`src/rtl/cumulative_shift_gen_mc.sv`:
```
// Multi-channel cumulative circulant shift generator for a QC-LDPC layered decoder.
// Accumulates per-layer shifts modulo Z for each block column and produces the
// shortest-direction rotation for the barrel shifters. Single registered output
// stage with valid/ready handshake, layer/iteration tracking and input checking.
module cumulative_shift_gen_mc #(
   parameter int unsigned CH_NUM      = 4,
   parameter int unsigned SHIFT_WIDTH = 9,
   parameter int unsigned REF_WIDTH   = 9,
   parameter int unsigned LAYER_NUM   = 12,
   parameter int unsigned DEFAULT_Z   = 7
) (
   input  logic                             sys_clk,
   input  logic                             rst,
   input  logic [REF_WIDTH-1:0]             z_reconfig_i,
   input  logic [REF_WIDTH-1:0]             zHalf_reconfig_i,
   input  logic                             cfg_load_i,
   input  logic                             clr_i,
   input  logic                             in_valid_i,
   output logic                             in_ready_o,
   input  logic [CH_NUM*SHIFT_WIDTH-1:0]    shift_i,
   output logic                             out_valid_o,
   input  logic                             out_ready_i,
   output logic [CH_NUM*SHIFT_WIDTH-1:0]    cumulative_shift_o,
   output logic [CH_NUM*SHIFT_WIDTH-1:0]    rot_amt_o,
   output logic [CH_NUM-1:0]                rot_dir_o,
   output logic [$clog2(LAYER_NUM)-1:0]     layer_idx_o,
   output logic                             iter_end_o,
   output logic                             shift_err_o
);

   localparam int unsigned LW = $clog2(LAYER_NUM);
   // Common compare/arithmetic width: wide enough for Z, shifts and acc+shift.
   localparam int unsigned CW = ((SHIFT_WIDTH > REF_WIDTH) ? SHIFT_WIDTH : REF_WIDTH) + 1;
   localparam logic [LW-1:0]        LastLayer = LW'(LAYER_NUM - 1);
   localparam logic [REF_WIDTH-1:0] ZReset    = REF_WIDTH'(DEFAULT_Z);
   localparam logic [REF_WIDTH-1:0] ZHalfReset = REF_WIDTH'(DEFAULT_Z / 2);

   // Configuration and accumulator state
   logic [REF_WIDTH-1:0]                z_q, z_d;
   logic [REF_WIDTH-1:0]                zhalf_q, zhalf_d;
   logic [CH_NUM-1:0][SHIFT_WIDTH-1:0]  acc_q, acc_d;
   logic [LW-1:0]                       layer_q, layer_d;
   logic                                err_q, err_d;

   // Output register stage
   logic                                out_valid_q, out_valid_d;
   logic [CH_NUM-1:0][SHIFT_WIDTH-1:0]  cum_q, cum_d;
   logic [CH_NUM-1:0][SHIFT_WIDTH-1:0]  rot_amt_q, rot_amt_d;
   logic [CH_NUM-1:0]                   rot_dir_q, rot_dir_d;
   logic [LW-1:0]                       layer_idx_q, layer_idx_d;
   logic                                iter_end_q, iter_end_d;

   // Per-channel datapath results
   logic [CH_NUM-1:0][SHIFT_WIDTH-1:0]  chan_cum;
   logic [CH_NUM-1:0][SHIFT_WIDTH-1:0]  chan_amt;
   logic [CH_NUM-1:0]                   chan_dir;
   logic [CH_NUM-1:0]                   chan_illegal;
   logic [CW-1:0]                       s_ext, sum_ext, cum_ext, z_ext, zhalf_ext;

   logic                                accept;
   logic                                cfg_ok;
   logic [LW-1:0]                       layer_base;
   logic                                last_layer;

   assign in_ready_o = !out_valid_q || out_ready_i;
   assign accept     = in_valid_i && in_ready_o;
   assign cfg_ok     = cfg_load_i && !out_valid_q && !in_valid_i && (z_reconfig_i != '0);
   // A coincident clear makes the accepted beat start from acc=0, layer 0.
   assign layer_base = clr_i ? '0 : layer_q;
   assign last_layer = (layer_base == LastLayer);

   // Per-channel modular accumulation and shortest-rotation selection
   always_comb begin
      chan_cum     = '0;
      chan_amt     = '0;
      chan_dir     = '0;
      chan_illegal = '0;
      s_ext        = '0;
      sum_ext      = '0;
      cum_ext      = '0;
      z_ext        = CW'(z_q);
      zhalf_ext    = CW'(zhalf_q);
      for (int c = 0; c < CH_NUM; c++) begin
         s_ext = CW'(shift_i[c*SHIFT_WIDTH +: SHIFT_WIDTH]);
         if (s_ext >= z_ext) begin
            // Out-of-range shift contributes nothing but is flagged.
            chan_illegal[c] = 1'b1;
            s_ext           = '0;
         end
         sum_ext     = (clr_i ? '0 : CW'(acc_q[c])) + s_ext;
         cum_ext     = (sum_ext >= z_ext) ? (sum_ext - z_ext) : sum_ext;
         chan_cum[c] = SHIFT_WIDTH'(cum_ext);
         if (cum_ext > zhalf_ext) begin
            chan_dir[c] = 1'b1;
            chan_amt[c] = SHIFT_WIDTH'(z_ext - cum_ext);
         end else begin
            chan_dir[c] = 1'b0;
            chan_amt[c] = SHIFT_WIDTH'(cum_ext);
         end
      end
   end

   // Next-state for configuration, accumulators, layer counter and error flag
   always_comb begin
      z_d     = z_q;
      zhalf_d = zhalf_q;
      acc_d   = acc_q;
      layer_d = layer_q;
      err_d   = err_q;
      if (cfg_ok) begin
         z_d     = z_reconfig_i;
         zhalf_d = zHalf_reconfig_i;
         acc_d   = '0;
         layer_d = '0;
         err_d   = 1'b0;
      end else begin
         if (clr_i) begin
            acc_d   = '0;
            layer_d = '0;
         end else if (accept) begin
            if (last_layer) begin
               acc_d   = '0;
               layer_d = '0;
            end else begin
               acc_d   = chan_cum;
               layer_d = layer_base + LW'(1);
            end
         end
         if (accept && (|chan_illegal)) begin
            err_d = 1'b1;
         end
      end
   end

   // Next-state for the output register stage
   always_comb begin
      out_valid_d = out_valid_q;
      cum_d       = cum_q;
      rot_amt_d   = rot_amt_q;
      rot_dir_d   = rot_dir_q;
      layer_idx_d = layer_idx_q;
      iter_end_d  = iter_end_q;
      if (accept) begin
         out_valid_d = 1'b1;
         cum_d       = chan_cum;
         rot_amt_d   = chan_amt;
         rot_dir_d   = chan_dir;
         layer_idx_d = layer_base;
         iter_end_d  = last_layer;
      end else if (out_ready_i) begin
         out_valid_d = 1'b0;
      end
   end

   // State registers with asynchronous reset
   always_ff @(posedge sys_clk or posedge rst) begin
      if (rst) begin
         z_q         <= ZReset;
         zhalf_q     <= ZHalfReset;
         acc_q       <= '0;
         layer_q     <= '0;
         err_q       <= 1'b0;
         out_valid_q <= 1'b0;
         cum_q       <= '0;
         rot_amt_q   <= '0;
         rot_dir_q   <= '0;
         layer_idx_q <= '0;
         iter_end_q  <= 1'b0;
      end else begin
         z_q         <= z_d;
         zhalf_q     <= zhalf_d;
         acc_q       <= acc_d;
         layer_q     <= layer_d;
         err_q       <= err_d;
         out_valid_q <= out_valid_d;
         cum_q       <= cum_d;
         rot_amt_q   <= rot_amt_d;
         rot_dir_q   <= rot_dir_d;
         layer_idx_q <= layer_idx_d;
         iter_end_q  <= iter_end_d;
      end
   end

   assign out_valid_o        = out_valid_q;
   assign cumulative_shift_o = cum_q;
   assign rot_amt_o          = rot_amt_q;
   assign rot_dir_o          = rot_dir_q;
   assign layer_idx_o        = layer_idx_q;
   assign iter_end_o         = iter_end_q;
   assign shift_err_o        = err_q;

endmodule

```
`config.mk`:
```
export PLATFORM = sky130hd
export DESIGN_NAME = cumulative_shift_gen_mc
export DESIGN_NICKNAME = d
export VERILOG_FILES = /design/src/rtl/cumulative_shift_gen_mc.sv
export SDC_FILE = /design/constraint.sdc
export NUM_CORES = 1
export LEC_CHECK = 0
export ABC_AREA = 0
export BUFFER_PORTS_ARGS = -buffer_cell sky130_fd_sc_hd__buf_2
export CAP_MARGIN = 10
export CORE_ASPECT_RATIO = 1.5
export CORE_UTILIZATION = 38
export DETAILED_ROUTE_END_ITERATION = 10
export PLACE_DENSITY = 0.7
export SETUP_SLACK_MARGIN = 0.5
export SYNTH_ARGS = -nofsm -noshare
export SYNTH_HDL_FRONTEND = slang
export SYNTH_SLANG_ARGS = --single-unit
```
`constraint.sdc`:
```
create_clock -name sys_clk -period 7.6 [get_ports sys_clk]
set_clock_uncertainty 0.15 [all_clocks]
set_input_delay 1.9 -clock sys_clk [delete_from_list [all_inputs] [get_ports sys_clk]]
set_output_delay 1.9 -clock sys_clk [all_outputs]
set_load 0.01 [all_outputs]
```
# After elaboration in Yosys (flattened, before gate mapping)
# Cells that the tools add are included.
# totals
output_inout_bits	84
regBits	141
input_bits	60
word_cells	96
# classes
n_reduce_logical	13
addsub	13
eq_ne	1
order_cmp	12
n_mux	37
# op_table
op	n
$mux 36	4
$mux 9	12
$add 9x10->10	4
$ge 10x9->1	4
$gt 10x9->1	4
$mux 10	4
$sub 10x9->10	4
$ge 9x9->1	4
$sub 9x9->9	4
$mux 4	5
$mux 1	12
$reduce_bool 9->1	1
$logic_and 1x1->1	5
$add 4x1->4 const B	1
$eq 4x4->1 const B	1
$reduce_bool 2->1	2
$reduce_or 4->1	1
$reduce_bool 3->1	1
$logic_not 1->1	2
$logic_or 1x1->1	1

# Longest topological paths before layout
# Gate-level depths: netlist (run 1).
# depth
word_depth	9
ltp_mapped	35
depth_no_buf	33

# Least setup slack after synthesis (run 1)
# No wires, ideal clock.
# synth_timing
path_kind	input port to flip-flop
from	in shift_i[9]
to	reg rot_amt_q (netlist bit rot_amt_o[17])
t_arrival_ns	8.042
path_slack_ns	-0.674
path_buffers	1
setup_ns	0.082
t_required_ns	7.368
path_stages	33
cell_sequence	inv_1 ha_1 nand2b_1 a21o_1 a21o_1 a21oi_1 o21ai_0 a21oi_1 and2_1 ha_1 inv_1 fa_1 nand2b_1 a311o_1 nand2b_1 xor2_1 ha_1 o21ai_0 nor2_1 o31ai_1 nand3_1 buf_2 a21oi_1 inv_1 fa_1 a21o_1 a211oi_1 o21bai_1 a21oi_1 o21ba_2 xnor2_1 or3_1 a31oi_1
# synth_rtl
item	line_no	text
from (decl)	20	input logic [CH_NUM*SHIFT_WIDTH-1:0] shift_i,
to (signal assigned)	177	rot_amt_q <= rot_amt_d;
to (decl)	48	logic [CH_NUM-1:0][SHIFT_WIDTH-1:0] rot_amt_q, rot_amt_d;

==> results of run 1 <==
==> repair_timing <==
item	CTS	global route
pin swaps	88	101
cloned	4	0
endpoints found under the setup margin	40	40
hold endpoints to repair	0	0
gates resized for setup	112	107
setup buffers	53	27
==> layout by cell type, fill, tap and decap left out, types with 9 or more instances in the layout <==
master / instances
mux2_4: 9
inv_1: 69
nand4_1: 12
a31oi_1: 11
xnor2_2: 9
xor2_1: 21
buf_6: 19
mux2i_1: 10
a21oi_2: 29
o21ai_0: 70
a21oi_1: 36
o21ai_1: 61
nor3_1: 22
o21a_1: 20
dfrtp_1: 136
a211oi_2: 10
buf_2: 139
mux2_2: 9
xnor2_1: 49
nor2b_1: 46
nand3_1: 18
nand2_1: 165
and2_1: 33
clkbuf_16: 17
ha_4: 28
a21o_1: 59
nor2_1: 53
o21ai_2: 19
buf_4: 313
ha_1: 145
mux2i_4: 11
==> tightest hold or removal path: stages (launching register included) <==
cell and delay [ns]:
dfrtp_1 0.34, nand2_1 0.05, o21ai_0 0.06
==> cell type report <==
cell class                 instances  area [µm²]
clock inverter                    11         158
tap                              410         513
sequential                       141        3530
multi-input combinational       1141        9590
timing repair buffer             484        3500
fill                            2669       13700
clock buffer                      21         470
inverter                          81         327
==> state kept, by name (all words and copies together) (netlist names) <==
name and flops:
layer_idx_o 4, iter_end_o 1, out_valid_o 1, layer_q 4, rot_amt_o 36, z_q 9
shift_err_o 1, rot_dir_o 4, zhalf_q 9, acc_q 36, cumulative_shift_o 36
==> cells by family after synthesis <==
family / after synthesis / synth area share
mux: 45 / 0.0403
xor+xnor: 82 / 0.0585
buf+inv: 123 / 0.0406
fa+ha+maj: 189 / 0.200
compound gates: 400 / 0.207
flops: 141 / 0.288
simple gates: 424 / 0.166
==> per-stage QoR <==
stage                     utilization  setup slack [ns]  total power [mW]  hold WS [ns]  TNS [ns]
after CTS                       0.545             0.266              8.89         0.325         0
after detailed placement        0.492            -0.583              7.17         0.305    -11.62
after global placement          0.492            -0.361              7.02         0.305     -6.99
after global routing            0.569            -0.257              10.3         0.338     -2.61
final                           0.569            0.0227              9.72         0.323         0
after floorplan                     -            0.0239              4.84         0.292         0
==> report_power, final <==
group          total, mW  internal (mW)  switching (mW)
logic               7.59           3.85            3.74
registers           1.22           1.02           0.197
clock network      0.915          0.547           0.368
==> metal layers <==
metal  GRT usage  vias up  wire [µm]  part of all wire
met5           0        -          0                 0
met4       0.209        0       3830             0.083
met3      0.0444      213       2310             0.050
met2       0.483      464      23300              0.50
met1       0.284     6142      16800              0.36
li1            -     5914          -                 -
==> worst max-delay path by stage <==
stage                         end  slack, ns
floorplan           rot_amt_o[17]       0.02
global placement    rot_amt_o[11]      -0.36
detailed placement  rot_amt_o[12]      -0.58
CTS                 rot_amt_o[26]       0.27
global route        rot_amt_o[26]      -0.26
finish              rot_amt_o[26]       0.02
==> impl_metrics.toml, run 1 <==
[drt]
via_count = 12700
route.detailed.vias_per_inst = 5.56
ant_nets = 0
drc = 0
first_iter_violations = 838
wl_per_cell_um = 20.2
first_pass_iters = 5
drt-total-wl_um = 46200

[cts]
cts_tree = "yes"
cts.sinks = 141
path_clk_slew_ns = 0.07
cts-root-buf = "clkbuf_16"
ctsHoldBuffers = 0
numCtsBuffers = 17
insertion_delay_ns = 0.46
htreeDepth = 4
cts_buffer_depth = 2

[sta]
final-hold-violation-count = 0
rsz0062_at_grt = "yes"
max_freq_ghz = 0.132
finalCritPeriodShare = 0.997
slew_violations = 0
setup_viol = 0
tightestPinTransition_ns = 1.11
layout_min_cycle_time_ns = 7.58
max-slew-margin-rel = 0.256

[worst_setup_path]
rrSetupSlack_ns = 0.23
cp_top_family = "compound AO/OA/AOI/OAI gates"
start_kind = "primary input"
crit_top_cell = "a21o_1"
end_kind = "register"
cp_data_required_time_ns = 7.75
path_class = "in -> reg"
crit_cells = 35
arrival_ns = 7.73
critPathMaxStageDelay_ns = 0.37
reg2regPathDepth = 33
worst-path-buf-inv = 5
cpMaxStageDelayCell = "fa_2"
crit_path_start = "shift_i[18]"
r2r_start = "z_q[5]"
reg2reg_to = "rot_amt_o[26]"
crit_path_max_fanout = 6

[synth]
yosysTopAreaCell = "dfrtp_1"
syn-num-nets = 1653
yosys_warnings = 0
synth_async_sr_flop_share = 1.00
avgSynthCellArea_um2 = 8.75
synth-main-ff-cell = "dfrtp_1"
synthCells = 1404
synth-edff-count = 0
netlist_area_mm2 = 0.0123
seq_area_frac_synth = 0.288
yosysMostFrequentCell = "ha_1"
synth_top_area_frac = 0.277
synthTopCellsByCount = "177 x ha_1, 173 x nand2_1, 136 x dfrtp_1"
yosysUniqueCellTypes = 74
yosys-top-cells-area = "dfrtp_1 28%, ha_1 18%, nand2_1 5.3%"
synth_seq_cells = 141

[global_routing]
grt_pass1_wl_um = 68200
overflow = 0
grt_pass1_vias = 13000
track_usage = 0.273
grt_max_degree = 94
antenna_found_initial = 0

[die]
dieArea_mm2 = 0.0331
row_count = 80
initial_core_util = 0.386
die_h_um = 222
die_w_um = 149
pin_count = 144
core_mm2 = 0.0318

[final_layout]
antennaDiodeCount = 0
drive_above_1_share = 0.403
instances_no_fill = 2289
final_area_mm2 = 0.0181
nets = 2115
area_delta_synth_final_pct = 47.3

[place]
portBuffers = 143
place_congestion = 0.941
dp_cells = 2173
dp_hpwl_um = 32500
place_area_mm2 = 0.0156

[flow_run]
cap_violations = 0

[run_status]
status = "completed"

[power]
power_leakage_nw = 8.95
vdd.ir_drop.worst_mv = 0.242
cellPowerDensity_mw_per_mm2 = 537

[worst_hold_path]
holdPathEnd = "cumulative_shift_o[4]"
holdPathStages = 2
hold_path.class = "reg -> reg"
worstHoldStart = "cumulative_shift_o[4]"
Note: power is estimated with default switching activity, not from simulation.
==> run 2: changes to the inputs <==
Settings changed: PLACE_DENSITY 0.7 to unset.
==> run 2 against run 1 <==
Setup slack improved by 0.034 ns. Hold slack hardly changed. Sequential power hardly changed. Clock power is 6.4% lower. Critical path depth did not move. Final area fell by 1.1%. Register-to-register slack better by 0.33 ns. Clock-buffer cell count increased by 1. Sequential share of layout area rose by 0.23 points. Largest power group unchanged.
==> impl_metrics.toml, run 2 (synthesis gave the netlist of run 1 again) <==
[final_layout]
multi_input_area_mm2 = 0.00944
layout_commonest_cell = "buf_4"
drive_above_1_share = 0.398
nets = 2122
antennaDiodeCount = 0
area_delta_synth_final_pct = 45.6
fillCellCount = 2894
mostFrequentLayoutCells = "322 x buf_4, 166 x nand2_1, 149 x ha_1"
seq_area_mm2 = 0.00353
instances_no_fill = 2296

[global_routing]
antenna_found_initial = 0
grt_pass1_vias = 12700
grt_pass1_wl_um = 67800
track_usage = 0.271
overflow = 0
grt_max_degree = 96

[worst_setup_path]
path_class = "in -> reg"
start_kind = "primary input"
crit_path_max_fanout = 4
cp_data_required_time_ns = 7.79
end_kind = "register"
arrival_ns = 7.73
critPathMaxStageDelay_ns = 0.33
cpMaxStageDelayCell = "fa_2"

[place]
dp_hpwl_um = 32300
dp_slack_ns = -0.840
portBuffers = 143
place_congestion = 0.955
dp_cells = 2178

[drt]
wl_per_cell_um = 19.1
via_count = 12300
ant_nets = 0
route.detailed.vias_per_inst = 5.35
first_iter_violations = 680
drc = 0
first_pass_iters = 5
drt-total-wl_um = 43900

[power]
power_leakage_nw = 8.90
vdd.ir_drop.worst_mv = 0.270
cellPowerDensity_mw_per_mm2 = 529
total_power_mw = 9.47

[sta]
max-slew-margin-rel = 0.296
slew_violations = 0
final-hold-violation-count = 0
tns_ns = 0
rsz0062_at_grt = "yes"
finalCritPeriodShare = 0.993
setup_viol = 0
max_freq_ghz = 0.133
layout_min_cycle_time_ns = 7.54
hold_ws_ns = 0.322
setup_slack_ns = 0.0564
tightestPinTransition_ns = 1.06

[cts]
numCtsBuffers = 17
path_clk_slew_ns = 0.06
cts.sinks = 141
cts_tree = "yes"
insertion_delay_ns = 0.46
cts_buffer_depth = 2
cts-root-buf = "clkbuf_16"
htreeDepth = 4
ctsHoldBuffers = 0

[run_status]
status = "completed"

[flow_run]
cap_violations = 0

[die]
die_w_um = 149
die_h_um = 222
core_mm2 = 0.0318
initial_core_util = 0.386
dieArea_mm2 = 0.0331
pin_count = 144
row_count = 80

[worst_hold_path]
hold_path.class = "reg -> reg"
==> run 2: cell count changes in the layout (fill, tap and decap cells not counted), moves of 5 or more <==
| cell | delta |
|---|---|
| o21ai_1 | +5 |
| ha_4 | -7 |
| buf_4 | +9 |
| a21oi_2 | -8 |
| a21oi_1 | +7 |
==> run 2: per-layer routing <==
layer  routed length, µm  part of all wire  GRT usage  vias up
met1               17300              0.39      0.303     5911
met4                2370             0.054      0.148        0
met2               22700              0.52      0.489      290
li1                    -                 -          -     5955
met3                1530             0.035     0.0351      118
met5                   0                 0          0        -
==> run 2: worst max-delay path, delay by kind of cell <==
kind                     cells  cell delay (ns)
AO/OA/AOI/OAI               14             2.47
adder cells (fa/ha/maj)      5             1.29
AND/OR/NAND/NOR              7             0.94
buffers and inverters        7             0.71
multiplexers                 1             0.23
XOR/XNOR                     1             0.19
==> run 2: metrics by stage <==
stage	utilization	instance area [µm²]
2_1_floorplan	-	12700
3_3_place_gp	0.493	15700
3_5_place_dp	0.493	15700
4_1_cts	0.544	17300
5_1_grt	0.562	17900
6_report	0.562	17900
==> run 2: layout make-up <==
cell class                 instances  share of cell area
sequential                       141               0.198
clock inverter                    10             0.00580
multi-input combinational       1142               0.528
timing repair buffer             490               0.195
inverter                          81              0.0181
tap                              410              0.0287
clock buffer                      22              0.0271
==> run 2: what timing repair did <==
action	in CTS	in global routing
endpoints found under the setup margin	39	40
buffers inserted	60	21
pin swaps	88	76
cloned	5	0
resized for setup	113	84
==> run 2: worst paths after layout <==
check / end / cells after the start / slack [ns] / start
setup / recovery: rot_amt_o[11] / 35 / 0.06 / shift_i[9]
hold / removal: iter_end_o / 2 / 0.32 / iter_end_o
setup reg to reg: rot_amt_o[11] / 32 / 0.56 / z_q[2]
hold reg to reg: iter_end_o / 2 / 0.32 / iter_end_o
max in group asynchronous: rot_amt_o[35] / 3 / 4.45 / rst
min in group asynchronous: cumulative_shift_o[34] / 2 / 1.39 / rst
==> run 2: power by group <==
group / total, mW / switching, mW / internal, mW / leakage, nW
sequential: 1.19 / 0.172 / 1.02 / 1.79
combinational: 7.42 / 3.61 / 3.81 / 6.82
clock: 0.856 / 0.366 / 0.489 / 0.288
total: 9.47 / 4.14 / 5.33 / 8.90
==> run 3: changes to the inputs <==
Settings changed: RECOVER_POWER set to 50.
==> run 3 against run 2 <==
The flow now finishes with violations (max-capacitance violations, max-slew violations). Largest cell class unchanged. Non-clock buffer count is the same. Largest power group unchanged. Critical path depth shrank 1. First-iteration DRC count shrank 6.8%.
==> impl_metrics.toml, run 3 (synthesis gave the netlist of run 1 again) <==
[place]
dp_hpwl_um = 32300
place_congestion = 0.955
portBuffers = 143
dp_cells = 2178
dp_slack_ns = -0.840

[flow_run]
cap_violations = 2

[worst_setup_path]
crit_path_max_fanout = 4
path_class = "in -> reg"
rrSetupSlack_ns = 0.56
reg2regPathDepth = 31
reg2reg_to = "rot_amt_o[17]"
r2r_start = "z_q[2]"
start_kind = "primary input"
worst-path-buf-inv = 5
cpMaxStageDelayCell = "or3_1"
arrival_ns = 7.77
cp_data_required_time_ns = 7.82
cp_top_family = "compound AO/OA/AOI/OAI gates"
end_kind = "register"
critPathMaxStageDelay_ns = 0.38

[die]
dieArea_mm2 = 0.0331
die_w_um = 149
pin_count = 144
die_h_um = 222
initial_core_util = 0.386
core_mm2 = 0.0318
row_count = 80

[global_routing]
grt_max_degree = 96
antenna_found_initial = 0
track_usage = 0.271
grt_pass1_wl_um = 67800
overflow = 0
grt_pass1_vias = 12700

[sta]
rsz0062_at_grt = "yes"
setup_viol = 0
tightestPinTransition_ns = 3.60
final-hold-violation-count = 0
max-slew-margin-rel = -1.41
setup_slack_ns = 0.0468
max_freq_ghz = 0.132
finalCritPeriodShare = 0.994
layout_min_cycle_time_ns = 7.55
slew_violations = 133

[worst_hold_path]
worstHoldStart = "acc_q[8]"
hold_path.class = "reg -> reg"
holdPathEnd = "acc_q[8]"
holdPathStages = 2

[final_layout]
mostFrequentLayoutCells = "321 x buf_4, 167 x nand2_1, 149 x ha_1"
layout_commonest_cell = "buf_4"
instances_no_fill = 2296
nets = 2122
area_delta_synth_final_pct = 44.7
antennaDiodeCount = 0
fillCellCount = 2936
drive_above_1_share = 0.353

[power]
cellPowerDensity_mw_per_mm2 = 530
total_power_mw = 9.42
vdd.ir_drop.worst_mv = 0.270
power_leakage_nw = 8.61

[cts]
cts.sinks = 141
htreeDepth = 4
insertion_delay_ns = 0.46
path_clk_slew_ns = 0.06
cts-root-buf = "clkbuf_16"
cts_tree = "yes"
cts_buffer_depth = 2
numCtsBuffers = 17

[drt]
wl_per_cell_um = 19.1
first_iter_violations = 634
first_pass_iters = 5
route.detailed.vias_per_inst = 5.36
ant_nets = 0
via_count = 12300
drc = 0
drt-total-wl_um = 43900

[run_status]
violations = "max-capacitance violations, max-slew violations"
status = "finished, violations left"
-- run 3: changes by cell type in the layout (fill, tap and decap cells not counted), sizes merged --
cell,change
clkbuf,+85
buf,-85
clkinvlp,+1
inv,-1
-- run 3: tightest hold or removal path, stage by stage, from the launching register on --
cell     delay (ns)
dfrtp_1        0.33
nand2_1        0.04
o21ai_1        0.06
-- run 3: worst max path at each step --
| stage | startpoint | end | slack (ns) | cells past startpoint |
|---|---|---|---|---|
| 6_report | shift_i[9] | rot_amt_o[17] | 0.05 | 34 |
| 3_5_place_dp | shift_i[9] | rot_amt_o[13] | -0.84 | 33 |
| 4_1_cts | shift_i[9] | rot_amt_o[13] | 0.13 | 37 |
| 3_3_place_gp | shift_i[9] | rot_amt_o[13] | -0.75 | 33 |
| 5_1_grt | shift_i[9] | rot_amt_o[17] | -0.20 | 34 |
| 2_1_floorplan | shift_i[9] | rot_amt_o[17] | 0.02 | 33 |
-- run 3: timing repair --
action	in CTS	in global routing
setup endpoints to repair	39	40
cloned	5	0
resized for setup	113	84
pin swaps	88	76
hold buffers	0	0
setup buffers	60	21
-- run 3: final cells by class --
cell class,instances,area [µm²],area share
Clock buffer,22,484,0.0272
Clock inverter,10,104,0.00584
Inverter,81,320,0.0180
Multi-Input combinational cell,1142,9430,0.531
Sequential cell,141,3530,0.199
Tap cell,410,513,0.0289
Timing Repair Buffer,490,3380,0.190
-- run 3: power breakdown --
part	switching [mW]	internal, mW	total, mW
Sequential	0.178	1.02	1.20
Clock	0.368	0.489	0.857
Combinational	3.60	3.76	7.36
-- run 3: metal layers --
metal  vias up  share of wire  track usage
met5         -              0            0
met4         0          0.055        0.148
met3       121          0.036       0.0351
met2       290           0.51        0.489
met1      5943           0.39        0.303
li1       5959              -            -
-- run 3: through the flow --
step	hold WS [ns]	utilization	instance area [µm²]	setup TNS, ns
6_report	0.328	0.558	17800	0
5_1_grt	0.351	0.558	17800	-1.63
3_3_place_gp	0.306	0.493	15700	-10.00
2_1_floorplan	0.292	-	12700	0
4_1_cts	0.325	0.544	17300	0
3_5_place_dp	0.310	0.493	15700	-14.61
